===== src/rtl/shifter_pkg.sv =====
// Shared definitions for the pipelined barrel shifter.
//  - OP_* encodings for the in_op port
//  - stage_payload_t: data, shift amount, opcode and fill bit that travel
//    together through every pipeline stage
//  - bit_reverse: reverses the low 'width' bits of a vector (used for SLL)
// Payload fields are sized for the widest supported operand (XLEN_MAX); narrower
// instances use the low bits only.
package shifter_pkg;

    localparam int unsigned XLEN_MAX = 64;
    localparam int unsigned SHW_MAX  = 6;

    localparam logic [1:0] OP_SLL = 2'b00;
    localparam logic [1:0] OP_SRL = 2'b01;
    localparam logic [1:0] OP_SRA = 2'b10;
    localparam logic [1:0] OP_ROR = 2'b11;

    typedef struct packed {
        logic [XLEN_MAX-1:0] data;
        logic [SHW_MAX-1:0]  shamt;
        logic [1:0]          op;
        logic                fill;
    } stage_payload_t;

    // Reverse bits [width-1:0]; bits above width come back as zero.
    function automatic logic [XLEN_MAX-1:0] bit_reverse(input logic [XLEN_MAX-1:0] x,
                                                         input int unsigned         width);
        logic [XLEN_MAX-1:0] r;
        r = '0;
        for (int unsigned i = 0; i < XLEN_MAX; i++) begin
            if (i < width) begin
                r[SHW_MAX'(i)] = x[SHW_MAX'(width - 1 - i)];
            end
        end
        return r;
    endfunction

endpackage


===== src/rtl/shift_stage.sv =====
// One pipeline stage of the barrel shifter: mux levels FIRST_LVL ..
// FIRST_LVL+NUM_LVLS-1 followed by the stage's valid/payload register.
// Level k shifts right by 2**k when shamt[k] is set.
// The LAST stage also undoes the SLL bit reversal and registers the zero flag.
// Optional feature: SHIFTER_ROTATE_EN builds the ROR wrap path.
// Ports:
//  clk, rst_n  clock / asynchronous active-low reset
//  advance     1 = pipeline moves this cycle (no stall)
//  in_valid    upstream stage valid
//  in_pay      upstream payload
//  out_valid   registered valid
//  out_pay     registered payload
//  out_zero    registered result-is-zero flag (LAST stage only, else 0)
module shift_stage
    import shifter_pkg::*;
#(
    parameter int unsigned XLEN      = 64,
    parameter int unsigned FIRST_LVL = 0,
    parameter int unsigned NUM_LVLS  = 1,
    parameter bit          LAST      = 1'b0
) (
    input  logic           clk,
    input  logic           rst_n,
    input  logic           advance,
    input  logic           in_valid,
    input  stage_payload_t in_pay,
    output logic           out_valid,
    output stage_payload_t out_pay,
    output logic           out_zero
);

    logic [XLEN-1:0] d_c;
    logic            zero_c;
    stage_payload_t  nxt_c;

    // Mux levels owned by this stage, then output fix-up on the last stage.
    always_comb begin
        d_c = in_pay.data[XLEN-1:0];
        for (int unsigned k = FIRST_LVL; k < FIRST_LVL + NUM_LVLS; k++) begin
            if (((in_pay.shamt >> k) & SHW_MAX'(1)) != '0) begin
`ifdef SHIFTER_ROTATE_EN
                if (in_pay.op == OP_ROR) begin
                    d_c = (d_c >> (1 << k)) | (d_c << (XLEN - (1 << k)));
                end else begin
                    d_c = (d_c >> (1 << k)) | ({XLEN{in_pay.fill}} << (XLEN - (1 << k)));
                end
`else
                d_c = (d_c >> (1 << k)) | ({XLEN{in_pay.fill}} << (XLEN - (1 << k)));
`endif
            end
        end

        zero_c = (d_c == '0);
        nxt_c  = in_pay;
        if (LAST && (in_pay.op == OP_SLL)) begin
            nxt_c.data = bit_reverse(XLEN_MAX'(d_c), XLEN);
        end else begin
            nxt_c.data = XLEN_MAX'(d_c);
        end
    end

    // Bubbles advance the valid bit but leave the payload untouched.
    always_ff @(posedge clk or negedge rst_n) begin
        if (!rst_n) begin
            out_valid <= 1'b0;
            out_pay   <= '0;
        end else if (advance) begin
            out_valid <= in_valid;
            if (in_valid) begin
                out_pay <= nxt_c;
            end
        end
    end

    if (LAST) begin : g_zero
        always_ff @(posedge clk or negedge rst_n) begin
            if (!rst_n) begin
                out_zero <= 1'b0;
            end else if (advance && in_valid) begin
                out_zero <= zero_c;
            end
        end
    end else begin : g_no_zero
        logic unused_zero_c;
        assign unused_zero_c = zero_c;
        assign out_zero      = 1'b0;
    end

endmodule


===== src/rtl/pipelined_barrel_shifter.sv =====
// Pipelined SLL/SRL/SRA(/ROR) barrel shifter with valid/ready on both sides.
// log2(XLEN) right-shift levels are split over PIPE_STAGES register stages;
// SLL is done by reversing the operand on entry and the result on exit.
// A single global stall (out_valid && !out_ready) freezes every stage.
// Optional feature: define SHIFTER_ROTATE_EN to build ROR for op 11; when
// undefined op 11 executes as SRL.
// Ports:
//  clk, rst_n           clock / asynchronous active-low reset
//  in_valid, in_ready   request handshake
//  in_data, in_shamt    operand and shift amount
//  in_op                00 SLL, 01 SRL, 10 SRA, 11 ROR
//  out_valid, out_ready result handshake
//  out_data, out_zero   result and result-is-zero flag
module pipelined_barrel_shifter
    import shifter_pkg::*;
#(
    parameter int unsigned XLEN        = 64,
    parameter int unsigned SHW         = $clog2(XLEN),
    parameter int unsigned PIPE_STAGES = 2
) (
    input  logic            clk,
    input  logic            rst_n,
    input  logic            in_valid,
    output logic            in_ready,
    input  logic [XLEN-1:0] in_data,
    input  logic [SHW-1:0]  in_shamt,
    input  logic [1:0]      in_op,
    output logic            out_valid,
    input  logic            out_ready,
    output logic [XLEN-1:0] out_data,
    output logic            out_zero
);

    localparam int unsigned LVLS_PER_STAGE = (SHW + PIPE_STAGES - 1) / PIPE_STAGES;

    if (XLEN > XLEN_MAX || XLEN < 8 || PIPE_STAGES < 1 || PIPE_STAGES > SHW) begin : g_param_check
        $error("pipelined_barrel_shifter: unsupported XLEN/PIPE_STAGES");
    end

    logic           stall_c;
    logic           vld [PIPE_STAGES+1];
    stage_payload_t pay [PIPE_STAGES+1];
    stage_payload_t entry_c;
    logic           unused_tail_c;

    assign stall_c  = out_valid && !out_ready;
    assign in_ready = !stall_c;

    // Entry payload: pre-reverse for SLL, capture the sign for SRA.
    always_comb begin
        entry_c       = '0;
        entry_c.data  = (in_op == OP_SLL) ? bit_reverse(XLEN_MAX'(in_data), XLEN)
                                          : XLEN_MAX'(in_data);
        entry_c.shamt = SHW_MAX'(in_shamt);
        entry_c.op    = in_op;
        entry_c.fill  = (in_op == OP_SRA) && in_data[XLEN-1];
    end

    assign vld[0] = in_valid;
    assign pay[0] = entry_c;

    for (genvar s = 0; s < PIPE_STAGES; s++) begin : g_stage
        // Earlier stages take a full share of levels; the last takes what is left.
        localparam int unsigned FIRST = (s * LVLS_PER_STAGE < SHW) ? s * LVLS_PER_STAGE : SHW;
        localparam int unsigned NUM   = (SHW - FIRST < LVLS_PER_STAGE) ? SHW - FIRST
                                                                       : LVLS_PER_STAGE;
        logic zero;

        shift_stage #(
            .XLEN      (XLEN),
            .FIRST_LVL (FIRST),
            .NUM_LVLS  (NUM),
            .LAST      (1'(s == PIPE_STAGES - 1))
        ) u_stage (
            .clk       (clk),
            .rst_n     (rst_n),
            .advance   (!stall_c),
            .in_valid  (vld[s]),
            .in_pay    (pay[s]),
            .out_valid (vld[s+1]),
            .out_pay   (pay[s+1]),
            .out_zero  (zero)
        );

        if (s == PIPE_STAGES - 1) begin : g_out
            assign out_zero = zero;
        end else begin : g_mid
            logic unused_zero;
            assign unused_zero = zero;
        end
    end

    assign out_valid     = vld[PIPE_STAGES];
    assign out_data      = pay[PIPE_STAGES].data[XLEN-1:0];
    assign unused_tail_c = ^{pay[PIPE_STAGES].shamt, pay[PIPE_STAGES].op, pay[PIPE_STAGES].fill};

endmodule


===== config.mk =====
export PLATFORM = sky130hd
export DESIGN_NAME = pipelined_barrel_shifter
export DESIGN_NICKNAME = d
export VERILOG_FILES = /design/src/rtl/shifter_pkg.sv /design/src/rtl/shift_stage.sv /design/src/rtl/pipelined_barrel_shifter.sv
export SDC_FILE = /design/constraint.sdc
export NUM_CORES = 1
export LEC_CHECK = 0
export ABC_AREA = 1
export CORE_ASPECT_RATIO = 0.75
export CORE_MARGIN = 2
export CORE_UTILIZATION = 52
export CTS_BUF_LIST = sky130_fd_sc_hd__clkbuf_8
export DETAILED_ROUTE_END_ITERATION = 10
export PLACE_DENSITY = 0.77
export SLEW_MARGIN = 20
export SYNTH_ARGS = -nofsm -noshare
export SYNTH_HDL_FRONTEND = slang
export SYNTH_SLANG_ARGS = --single-unit

===== constraint.sdc =====
create_clock -name clk -period 1.6 [get_ports clk]
set_clock_uncertainty 0.15 [all_clocks]
set_input_delay 0.16 -clock clk [delete_from_list [all_inputs] [get_ports clk]]
set_output_delay 0.16 -clock clk [all_outputs]
set_load 0.02 [all_outputs]

# --- After elaboration in Yosys (flattened, before gate mapping) ---
# Cells that the tools add are included.
word_totals:
  regBits: 140
  latch_bits: 0
  ramBits: 0
  mem_bits_ro: 0
  inputBits: 76
  word_cells: 34
  n_memories: 0
op_classes:
  add_sub_neg: 0
  multipliers: 0
  div_mod_pow: 0
  magnitude_cmp: 0
  eq_ne: 1
  shifts: 0
  mux: 8
  n_bitwise: 7
  reduce_logical: 10
op_table:
  columns: ["cell", "count"]
  rows:
  - ["2-to-1 mux 64 bit", 8]
  - ["zero test 64 bit", 1]
  - ["OR 32 x 64 -> 64 bit", 1]
  - ["OR 48 x 64 -> 64 bit", 1]
  - ["OR 56 x 64 -> 64 bit", 1]
  - ["OR 60 x 64 -> 64 bit", 1]
  - ["OR 62 x 64 -> 64 bit", 1]
  - ["OR 63 x 64 -> 64 bit", 1]
  - ["zero test 2 bit", 2]
  - ["AND reduction 2 bit", 2]
  - ["logical AND 1 bit", 3]
  - ["equality test 2 bit, second input constant", 1]
  - ["zero test 1 bit", 2]
  - ["inverter 1 bit", 1]

# --- Depth between registers and ports, before layout ---
# Gate-level depths: netlist (run 1).
depth:
  ltp_word: 8
  ltp_mapped: 15
  ltp_nobuf: 14

# --- Modules after synthesis ---
# Synthesis (run 1) repeated with hierarchy kept, for this count alone.
unflattened:
  hier_cells: 1799
  hier_area_um2: 11043.1
by_module_without_submodules:
  columns: ["module", "n_inst", "cells_per_inst", "area_each_um2", "seq_area_each_um2"]
  rows:
  - ["shift_stage at g_stage[1].u_stage", 1, 920, 5485.3, 1876.8]
  - ["shift_stage at g_stage[0].u_stage", 1, 662, 4569.4, 1851.8]
  - ["pipelined_barrel_shifter", 1, 217, 988.4, 0.0]

# --- Least setup slack after synthesis (run 1) ---
# OpenSTA, ideal clock, no wires.
synth_timing:
  path_kind: "register -> register"
  from: "register g_stage[1].u_stage.out_valid"
  to: "register g_stage[0].u_stage.out_pay[21] (netlist name)"
  setup_ps: 66
  t_arrival_ps: 1603
  t_required_ps: 1384
  slack_ps: -218
  path_stages_with_launch: 10
  path_buffers: 2
  period_less_slack_ps: 1818
  cell_sequence: "dfrtp_1 > inv_1 > nor2_1 > inv_1 > nand2_1 > inv_1 > clkbuf_1 > buf_1 > o211ai_1 > nand2_1"
synth_via:
  elab_chain_len: 3
synth_rtl:
  columns: ["item", "line", "source"]
  rows:
  - ["start, declared", "shift_stage.sv:27", "output logic out_valid,"]
  - ["start signal, assigned", "shift_stage.sv:68", "out_valid <= in_valid;"]
  - ["logical AND 1 bit", "pipelined_barrel_shifter.sv:46", "assign stall_c = out_valid && !out_ready;"]
  - ["inverter 1 bit (no source line)", null, null]
  - ["AND reduction 2 bit (no source line)", null, null]
  - ["end signal, assigned", "shift_stage.sv:70", "out_pay <= nxt_c;"]
  - ["end, declared", "shift_stage.sv:28", "output stage_payload_t out_pay,"]
# Every way passes these cells.
# A chain may end at the register's enable or synchronous reset.

# --- Final worst setup path (run 1) ---
layout_timing:
  from: "register g_stage[0].u_stage.out_pay[6] (netlist name)"
  to: "register g_stage[1].u_stage.out_zero"
layout_via:
  elab_chain_len: 6
layout_rtl:
  columns: ["item", "line", "source"]
  rows:
  - ["2-to-1 mux 64 bit (*)", "shift_stage.sv:40", "if (((in_pay.shamt >> k) & SHW_MAX'(1)) != '0) begin"]
  - ["OR 48 x 64 -> 64 bit", "shift_stage.sv:48", "d_c = (d_c >> (1 << k)) | ({XLEN{in_pay.fill}} << (XLEN - (1 << k)));"]
  - ["2-to-1 mux 64 bit (*)", "shift_stage.sv:40", null]
  - ["OR 32 x 64 -> 64 bit", "shift_stage.sv:48", null]
  - ["2-to-1 mux 64 bit (*)", "shift_stage.sv:40", null]
  - ["zero test 64 bit (*)", "shift_stage.sv:53", "zero_c = (d_c == '0);"]
  - ["end signal, assigned", "shift_stage.sv:80", "out_zero <= zero_c;"]
  - ["end, declared", "shift_stage.sv:29", "output logic out_zero"]
# Every way passes the cells marked *; elsewhere a longest branch is shown, timed or not.

==> results_dict.tcl, run 1 <==
set metrics [dict create \
    place.port_buffers 142 \
    avgSynthCellArea_sq_um 6.21 \
    syn-num-nets 1811 \
    cp-end-kind "register" \
    ys_types 27 \
    drive_above_1_share 0.240 \
    path_delay_family "simple AND/OR/NAND/NOR gates" \
    final_cell_mix "nand2_1, nand3_1, buf_4" \
    place_hpwl_microns 30400 \
    crit_top_cell "nand2_1" \
    crit_chain "buf_6 > nand2_4 > buf_6 > nand2_1 > nand2_1 > nand2_2 > nand2_1 > nand2_1 > nor2_1 > nand2_1 > nor2_1 > nand2_1 > nor2_1 > buf_4 > nand2_1 > nand2_1" \
    gp_congestion 0.965 \
    avgViaCountPerCell 5.94 \
    row_count 45 \
    cp-start-kind "register" \
    netlist_instances 1735 \
    clockRootBuffer "clkbuf_8" \
    fin_ws_ps -593 \
    worst_pin_slew_ps 409 \
    leakage_uw 0.00738 \
    clkSinkCount 137 \
    ys.flop_type "dfrtp_1" \
    grt_usage 0.393 \
    dpl_cell_area_sq_um 14200 \
    cts_max_level 4 \
    clk_path_buf_depth 2 \
    fin_util 0.754 \
    setup_viol 91 \
    grt_pass1_vias 12600 \
    grt_overflow 0 \
    post-route-drc-count 0 \
    die_w_microns 170 \
    grt_max_degree 72 \
    slowest_delay_ps 450 \
    required_ps 1850 \
    avgRoutedWirePerCell_microns 18.3 \
    antenna-diode-count 0 \
    power_uw 18300 \
    design_area_sq_um 15300 \
    power.density_nw_per_um2 1200 \
    fmax_ghz 0.456 \
    finalCriticalPeriod_ps 2190 \
    nets 2088 \
    clk_pin_slew_ps 80 \
    outcome "finished with violations" \
    drtIter0Drc 1771 \
    grt_pass1_wl_microns 67200 \
    path_class "register to register" \
    final_common_cell "nand2_1" \
    worstPathArrival_ps 2440 \
    crit_buf_inv 3 \
    async_flop_share 1.00 \
    yosysWarnings 0 \
    routed_wl_microns 41700 \
    die_h_microns 129 \
    synth_seq_area_share 0.318 \
    cts_buffers 17 \
    netlist_area_sq_um 10800 \
    die-area_sq_um 21900 \
    peakVddDrop_mv 0.914 \
    finalHoldViolations 0 \
    pin_count 143 \
    core_sq_um 20300 \
    crit_fanout 6 \
    synthToLayoutAreaGrowth_pct 42.0 \
    maxCapViolCount 0 \
    cts_tree "yes" \
    ant_nets 0 \
    drtPass1Iterations 5 \
    clk_latency_ps 460 \
    drv_slew 0 \
    antenna_found_initial 0 \
    vias 13600 \
    whs_ps 87.7 \
    synth_edf_count 0 \
    final.period_utilization 1.37 \
    crit_slowest_cell "dfrtp_2" \
    hold_class "input port to register" \
    relSlewSlack 0.727 \
    initial_core_util 0.531 \
    rsz0062_at_grt "true" \
    post-place-ws_ps -733 \
    violations "negative setup slack" \
    ys_seq_elements 137 \
]
[metal layers]
layer	GRT usage	vias up	wire length (microns)
met1	0.563	6342	18200
met2	0.597	720	18200
met5	0	-	0
li1	-	6420	-
met4	0.104	0	896
met3	0.0957	84	4410
[through the flow]
| stage | cells | setup TNS, ps |
|---|---|---|
| after global routing | 2283 | -25830 |
| after floorplan | 1735 | -113 |
| final | 2283 | -16270 |
| after CTS | 2282 | -13600 |
| after detailed placement | 2234 | -58400 |
| after global placement | 2234 | -52690 |
[Yosys cell counts (all sizes together), types with 4 or more instances]
library cell / n / share of area
nand2: 544 / 0.19
nand3: 307 / 0.14
nor2: 150 / 0.053
o21ai: 140 / 0.065
dfrtp: 137 / 0.32
o211ai: 109 / 0.076
a21oi: 95 / 0.044
clkbuf: 82 / 0.029
buf: 61 / 0.029
inv: 53 / 0.018
or2: 45 / 0.026
a31oi: 4 / 0.0023
[layout make-up]
type,count,area [sq um]
fill,1656,4980
timing repair buffer,401,3850
multi-input combinational,1402,7090
inverter,53,199
sequential,137,3430
clock inverter,12,126
tap,258,323
clock buffer,20,275
[cell families (layout without fill, tap and decap cells)]
logic type             count (synthesis)  in the layout  synth area share
AND/OR/NAND/NOR                     1047           1047             0.412
multiplexers                           2              2           0.00186
flip-flops                           137            137             0.318
AO/OA/AOI/OAI                        353            353             0.191
buffers and inverters                196            486            0.0766
[worst register-to-register path: stages (launching register included)]
cell and delay [ps]:
dfrtp_2 450, buf_6 150, nand2_4 80, buf_6 130
nand2_1 50, nand2_1 60, nand2_2 110, nand2_1 90
nand2_1 70, nor2_1 130, nand2_1 90, nor2_1 120
nand2_1 60, nor2_1 110, buf_4 160, nand2_1 60
nand2_1 50
[state kept, by name, summed over array words and instances, names as in the netlist]
register	count
g_stage.u_stage.out_pay	134
g_stage.u_stage.out_valid	2
g_stage.u_stage.out_zero	1
[where the power goes]
| group | leakage (uW) | internal (uW) | switching (uW) |
|---|---|---|---|
| combinational | 0.00552 | 4160 | 5920 |
| clock | 0.000203 | 1500 | 1490 |
| sequential | 0.00165 | 4480 | 756 |
| total | 0.00738 | 10100 | 8160 |
[path summary, 6_finish.rpt]
| check | start | to | slack, ps | depth (start not counted) |
|---|---|---|---|---|
| min in group asynchronous | rst_n | g_stage[0].u_stage.out_pay[64] | 130 | 3 |
| worst min-delay path | in_op[0] | g_stage[0].u_stage.out_pay[1] | 90 | 4 |
| worst max register to register | g_stage[0].u_stage.out_pay[6] | g_stage[1].u_stage.out_zero | -590 | 16 |
| worst max-delay path | g_stage[0].u_stage.out_pay[6] | g_stage[1].u_stage.out_zero | -590 | 16 |
| worst min register to register | g_stage[1].u_stage.out_pay[11] | g_stage[1].u_stage.out_pay[11] | 340 | 2 |
| max in group asynchronous | rst_n | g_stage[0].u_stage.out_valid | 470 | 3 |
[what timing repair did]
| action | in CTS | in global routing |
|---|---|---|
| endpoints found under the hold margin | 138 | 0 |
| endpoints found under the setup margin | 195 | 123 |
| cloned | 6 | 0 |
| hold buffers | 3 | 0 |
| resized for setup | 226 | 34 |
| pin swaps | 22 | 6 |
| setup buffers | 7 | 1 |
No activity file was read; power rests on OpenSTA's default activity.
==> run 2, diff against run 1 <==
Settings changed: ABC_CLOCK_PERIOD_IN_PS from default to 2110, CORE_UTILIZATION 52 to 55, PLACE_DENSITY 0.77 to 0.78.
Clock period 1.6 ns to 2.11 ns, I/O delays scaled along.
==> results_dict.tcl, run 2 (synthesized netlist as in run 1, its figures left out) <==
set metrics [dict create \
    outcome "finished with violations" \
    violations "negative setup slack" \
    final_cell_mix "nand2_1, nand3_1, buf_4" \
    power.density_nw_per_um2 947 \
    r2r_cells 17 \
    required_ps 2360 \
    grt_usage 0.386 \
    regMostFlops "g_stage.u_stage.out_pay" \
    place.port_buffers 142 \
    crit_top_cell "nand2_2" \
    maxCapViolCount 0 \
    avgViaCountPerCell 6.05 \
    place_hpwl_microns 29500 \
    row_count 44 \
    grt_pass1_wl_microns 63200 \
    synthToLayoutAreaGrowth_pct 37.5 \
    setup_viol 3 \
    slowest_delay_ps 470 \
    initial_core_util 0.559 \
    cts_max_level 4 \
    top_regs "g_stage.u_stage.out_pay (134), g_stage.u_stage.out_valid (2), g_stage.u_stage.out_zero (1)" \
    hold_class "input port to async pin" \
    final_common_cell "nand2_1" \
    antenna_found_initial 0 \
    crit_fanout 6 \
    r2r_slack_ps -150 \
    avgRoutedWirePerCell_microns 18.2 \
    p_seq_frac 0.289 \
    worst_pin_slew_ps 1050 \
    fmax_ghz 0.443 \
    fin_ws_ps -147 \
    die_h_microns 125 \
    p_clk_frac 0.164 \
    antenna-diode-count 0 \
    grt_overflow 0 \
    worstPathArrival_ps 2510 \
    rsz0062_at_grt "true" \
    cp-start-kind "register" \
    finalHoldViolations 0 \
    clkSinkCount 137 \
    vias 13500 \
    drive_above_1_share 0.217 \
    power_uw 14000 \
    path_class "register to register" \
    clk_latency_ps 470 \
    clk_path_buf_depth 2 \
    relSlewSlack 0.299 \
    ant_nets 0 \
    cts_buffers 17 \
    peakVddDrop_mv 0.885 \
    die-area_sq_um 20700 \
    core_sq_um 19300 \
    worstReg2RegEnd "g_stage[1].u_stage.out_zero" \
    clk_pin_slew_ps 80 \
    gp_congestion 0.958 \
    p_int_uw 7880 \
    whs_ps 58.5 \
    drtIter0Drc 1978 \
    pin_count 143 \
    clockRootBuffer "clkbuf_8" \
    combPwrFrac 0.547 \
    routed_wl_microns 40500 \
    drtPass1Iterations 8 \
    cp-end-kind "register" \
    crit_slowest_cell "dfrtp_2" \
    leakage_uw 0.00695 \
    post-route-drc-count 0 \
    reg2reg_from "g_stage[0].u_stage.out_pay[6]" \
    drv_slew 0 \
    crit_chain "clkinv_4 > buf_12 > buf_4 > nand2_4 > nand2_2 > nand2_2 > nand2_2 > nand2_2 > nand2_2 > nor2_1 > nand2_1 > nor2_2 > nand2_1 > nor2_1 > buf_4 > nand2_2 > nand2_1" \
    finalCriticalPeriod_ps 2260 \
    grt_pass1_vias 12000 \
    final.period_utilization 1.07 \
    die_w_microns 166 \
    nets 2036 \
    largest_reg_flops 134 \
    cts_tree "yes" \
    switching_share 0.438 \
    grt_max_degree 78 \
    p_switching_uw 6140 \
]
[run 2: worst max path at each step]
stage	cells past startpoint	slack [ps]	to	start
after detailed placement	9	-310	g_stage[0].u_stage.out_pay[43]	in_op[1]
final	17	-150	g_stage[1].u_stage.out_zero	g_stage[0].u_stage.out_pay[6]
after global placement	9	-260	g_stage[0].u_stage.out_pay[43]	in_op[1]
after CTS	17	-60	g_stage[1].u_stage.out_zero	g_stage[0].u_stage.out_pay[6]
after floorplan	9	290	g_stage[0].u_stage.out_pay[21]	g_stage[1].u_stage.out_valid
after global routing	17	-240	g_stage[1].u_stage.out_zero	g_stage[0].u_stage.out_pay[6]
[run 2: layer usage]
layer | vias to the layer above | share of wire | GRT usage
met1 | 6338 | 0.43 | 0.562
met2 | 742 | 0.45 | 0.582
li1 | 6300 | - | -
met4 | 0 | 0.020 | 0.0892
met3 | 92 | 0.11 | 0.0886
met5 | - | 0 | 0
[run 2: final cells by class]
class / count / area [sq um]
Tap cell: 253 / 317
Fill cell: 1508 / 4470
Inverter: 53 / 204
Sequential cell: 137 / 3430
Timing Repair Buffer: 349 / 3370
Clock inverter: 13 / 155
Clock buffer: 18 / 248
Multi-Input combinational cell: 1402 / 7080
[run 2: stage by stage]
| step | worst slack, ps | setup TNS (ps) | instance area [sq um] | cells | utilization |
|---|---|---|---|---|---|
| floorplan | 292 | 0 | 10800 | 1735 | - |
| detailed placement | -305 | -10530 | 13700 | 2182 | 0.709 |
| global route | -242 | -839 | 14800 | 2225 | 0.768 |
| CTS | -62.9 | -62.9 | 14200 | 2215 | 0.734 |
| finish | -147 | -213 | 14800 | 2225 | 0.768 |
| global placement | -257 | -5780 | 13700 | 2182 | 0.709 |
[run 2: power groups by stage]
| stage | clock (uW) | sequential [uW] | combinational [uW] |
|---|---|---|---|
| after floorplan | 0 | 4490 | 3060 |
| after global placement | 0 | 4010 | 6820 |
| after detailed placement | 0 | 4030 | 6970 |
| after CTS | 2300 | 3990 | 7060 |
| after global routing | 2400 | 4120 | 8270 |
| final | 2290 | 4050 | 7680 |
[run 2: what timing repair did]
item	4_1_cts	5_1_grt
hold buffers	1	0
resized for setup	18	164
hold endpoints to repair	137	0
buffers inserted	0	8
endpoints found under the setup margin	4	17
gates cloned	1	2
pin swaps	4	43
[run 2: worst max-delay path: cells and delay by family (launching register included)]
kind,cells,cell delay [ps]
and+or+nand+nor,13,930
buffers and inverters,4,610
DFF,1,470
==> run 3, diff against run 2 <==
Settings changed: CORE_UTILIZATION 55 to 40, PLACE_DENSITY 0.78 to 0.59.
==> results_dict.tcl, run 3 (synthesized netlist as in run 1, its figures left out) <==
set metrics [dict create \
    outcome "finished with violations" \
    violations "negative setup slack" \
    path_class "register to register" \
    antenna_found_initial 0 \
    cp-end-kind "register" \
    grt_usage 0.295 \
    ant_nets 0 \
    avgViaCountPerCell 5.53 \
    crit_fanout 10 \
    multi_input_area_sq_um 6810 \
    die_h_microns 146 \
    hold_start "in_shamt[2]" \
    grt_overflow 0 \
    pin_count 143 \
    path_delay_family "simple AND/OR/NAND/NOR gates" \
    place.port_buffers 142 \
    initial_core_util 0.411 \
    leakage_uw 0.00689 \
    place_hpwl_microns 31000 \
    cts_tree "yes" \
    cp-start-kind "register" \
    crit_slowest_cell "dfrtp_2" \
    cts_max_level 4 \
    r2r_cells 16 \
    setup_viol 1 \
    slowest_delay_ps 490 \
    grt_max_degree 119 \
    final-seq-area_sq_um 3430 \
    final.period_utilization 1.04 \
    crit_chain "nand2_2 > buf_12 > buf_12 > nand2_1 > nand2_1 > nand2_2 > nand2_1 > nand2_1 > nor2_1 > nand2_1 > nor2_2 > nand2_1 > nor2_1 > buf_4 > nand2_2 > nand2_1" \
    worstPathArrival_ps 2460 \
    clk_latency_ps 490 \
    gp_congestion 0.924 \
    die_w_microns 193 \
    drive_above_1_share 0.184 \
    fillerInstances 2638 \
    row_count 51 \
    crit_top_cell "nand2_1" \
    core_sq_um 26200 \
    nets 2039 \
    min_path_cells 5 \
    top_regs "g_stage.u_stage.out_pay (134), g_stage.u_stage.out_valid (2), g_stage.u_stage.out_zero (1)" \
    routed_wl_microns 41400 \
    peakVddDrop_mv 0.774 \
    drtPass1Iterations 5 \
    reg2reg_from "g_stage[0].u_stage.out_pay[6]" \
    grt_pass1_wl_microns 66500 \
    drtIter0Drc 1279 \
    drv_slew 0 \
    worstReg2RegEnd "g_stage[1].u_stage.out_zero" \
    maxCapViolCount 0 \
    vias 12800 \
    clockRootBuffer "clkbuf_8" \
    post-place-ws_ps -245 \
    avgRoutedWirePerCell_microns 17.8 \
    synthToLayoutAreaGrowth_pct 36.3 \
    final_cell_mix "nand2_1, nand3_1, buf_4" \
    die-area_sq_um 28300 \
    fin_util 0.560 \
    antenna-diode-count 0 \
    finalHoldViolations 0 \
    clk_path_buf_depth 2 \
    post-route-drc-count 0 \
    fin_ws_ps -78.7 \
    regMostFlops "g_stage.u_stage.out_pay" \
    crit_buf_inv 3 \
    finalCriticalPeriod_ps 2190 \
    relSlewSlack 0.322 \
    power.density_nw_per_um2 948 \
    cp-startpoint "g_stage[0].u_stage.out_pay[6]" \
    fmax_ghz 0.457 \
    clkSinkCount 137 \
    rsz0062_at_grt "true" \
    hold_class "input port to register" \
    final_common_cell "nand2_1" \
    cts_buffers 17 \
    largest_reg_flops 134 \
    grt_pass1_vias 12000 \
    holdPathEnd "g_stage[0].u_stage.out_pay[29]" \
    worst_pin_slew_ps 1020 \
    r2r_slack_ps -80 \
    required_ps 2380 \
    clk_pin_slew_ps 100 \
]
run 3: where the power goes:
group | switching (uW) | total [uW] | internal, uW
clock | 1190 | 2480 | 1290
sequential | 598 | 4000 | 3400
combinational | 4240 | 7430 | 3190
total | 6030 | 13900 | 7880
run 3: routing by layer:
layer,part of all wire,GRT usage
met5,0,0
met4,0.012,0.0557
met3,0.080,0.0714
met2,0.42,0.429
met1,0.49,0.444
run 3: tightest hold or removal path: stages:
cell,delay [ps]
buf_2,110
inv_2,140
nand3_1,130
nand3_1,70
nand2_1,50
run 3: worst max-delay path by stage:
stage                     slack [ps]                              to  depth (start not counted)
after global routing            -210     g_stage[1].u_stage.out_zero                         15
final                            -80     g_stage[1].u_stage.out_zero                         16
after floorplan                  290  g_stage[0].u_stage.out_pay[21]                          9
after global placement          -220  g_stage[0].u_stage.out_pay[66]                          9
after detailed placement        -240  g_stage[0].u_stage.out_pay[66]                          9
after CTS                        -50     g_stage[1].u_stage.out_zero                         14
run 3: final cells by class:
class | count | share of cell area
Clock inverter | 15 | 0.0136
Inverter | 53 | 0.0139
Clock buffer | 17 | 0.0159
Multi-Input combinational cell | 1402 | 0.464
Timing Repair Buffer | 352 | 0.230
Tap cell | 344 | 0.0293
Sequential cell | 137 | 0.234
run 3: what timing repair did:
item                                    CTS  global route
hold buffers                              1             0
endpoints found under the setup margin    3            13
pin swaps                                11             7
buffers inserted                          3             0
cloned                                    2             0
hold endpoints to repair                137             0
gates resized for setup                  57            37
run 3: metrics by stage:
step	setup TNS, ps	hold slack, ps	power, uW	std cells	cell area [sq um]
2_1_floorplan	0	-235	7550	1735	10800
3_3_place_gp	-8160	99.8	11100	2282	13900
3_5_place_dp	-8710	98.3	11100	2282	13900
4_1_cts	-47.1	80.3	13800	2320	14600
5_1_grt	-220	115	14800	2320	14700
6_report	-78.7	103	13900	2320	14700
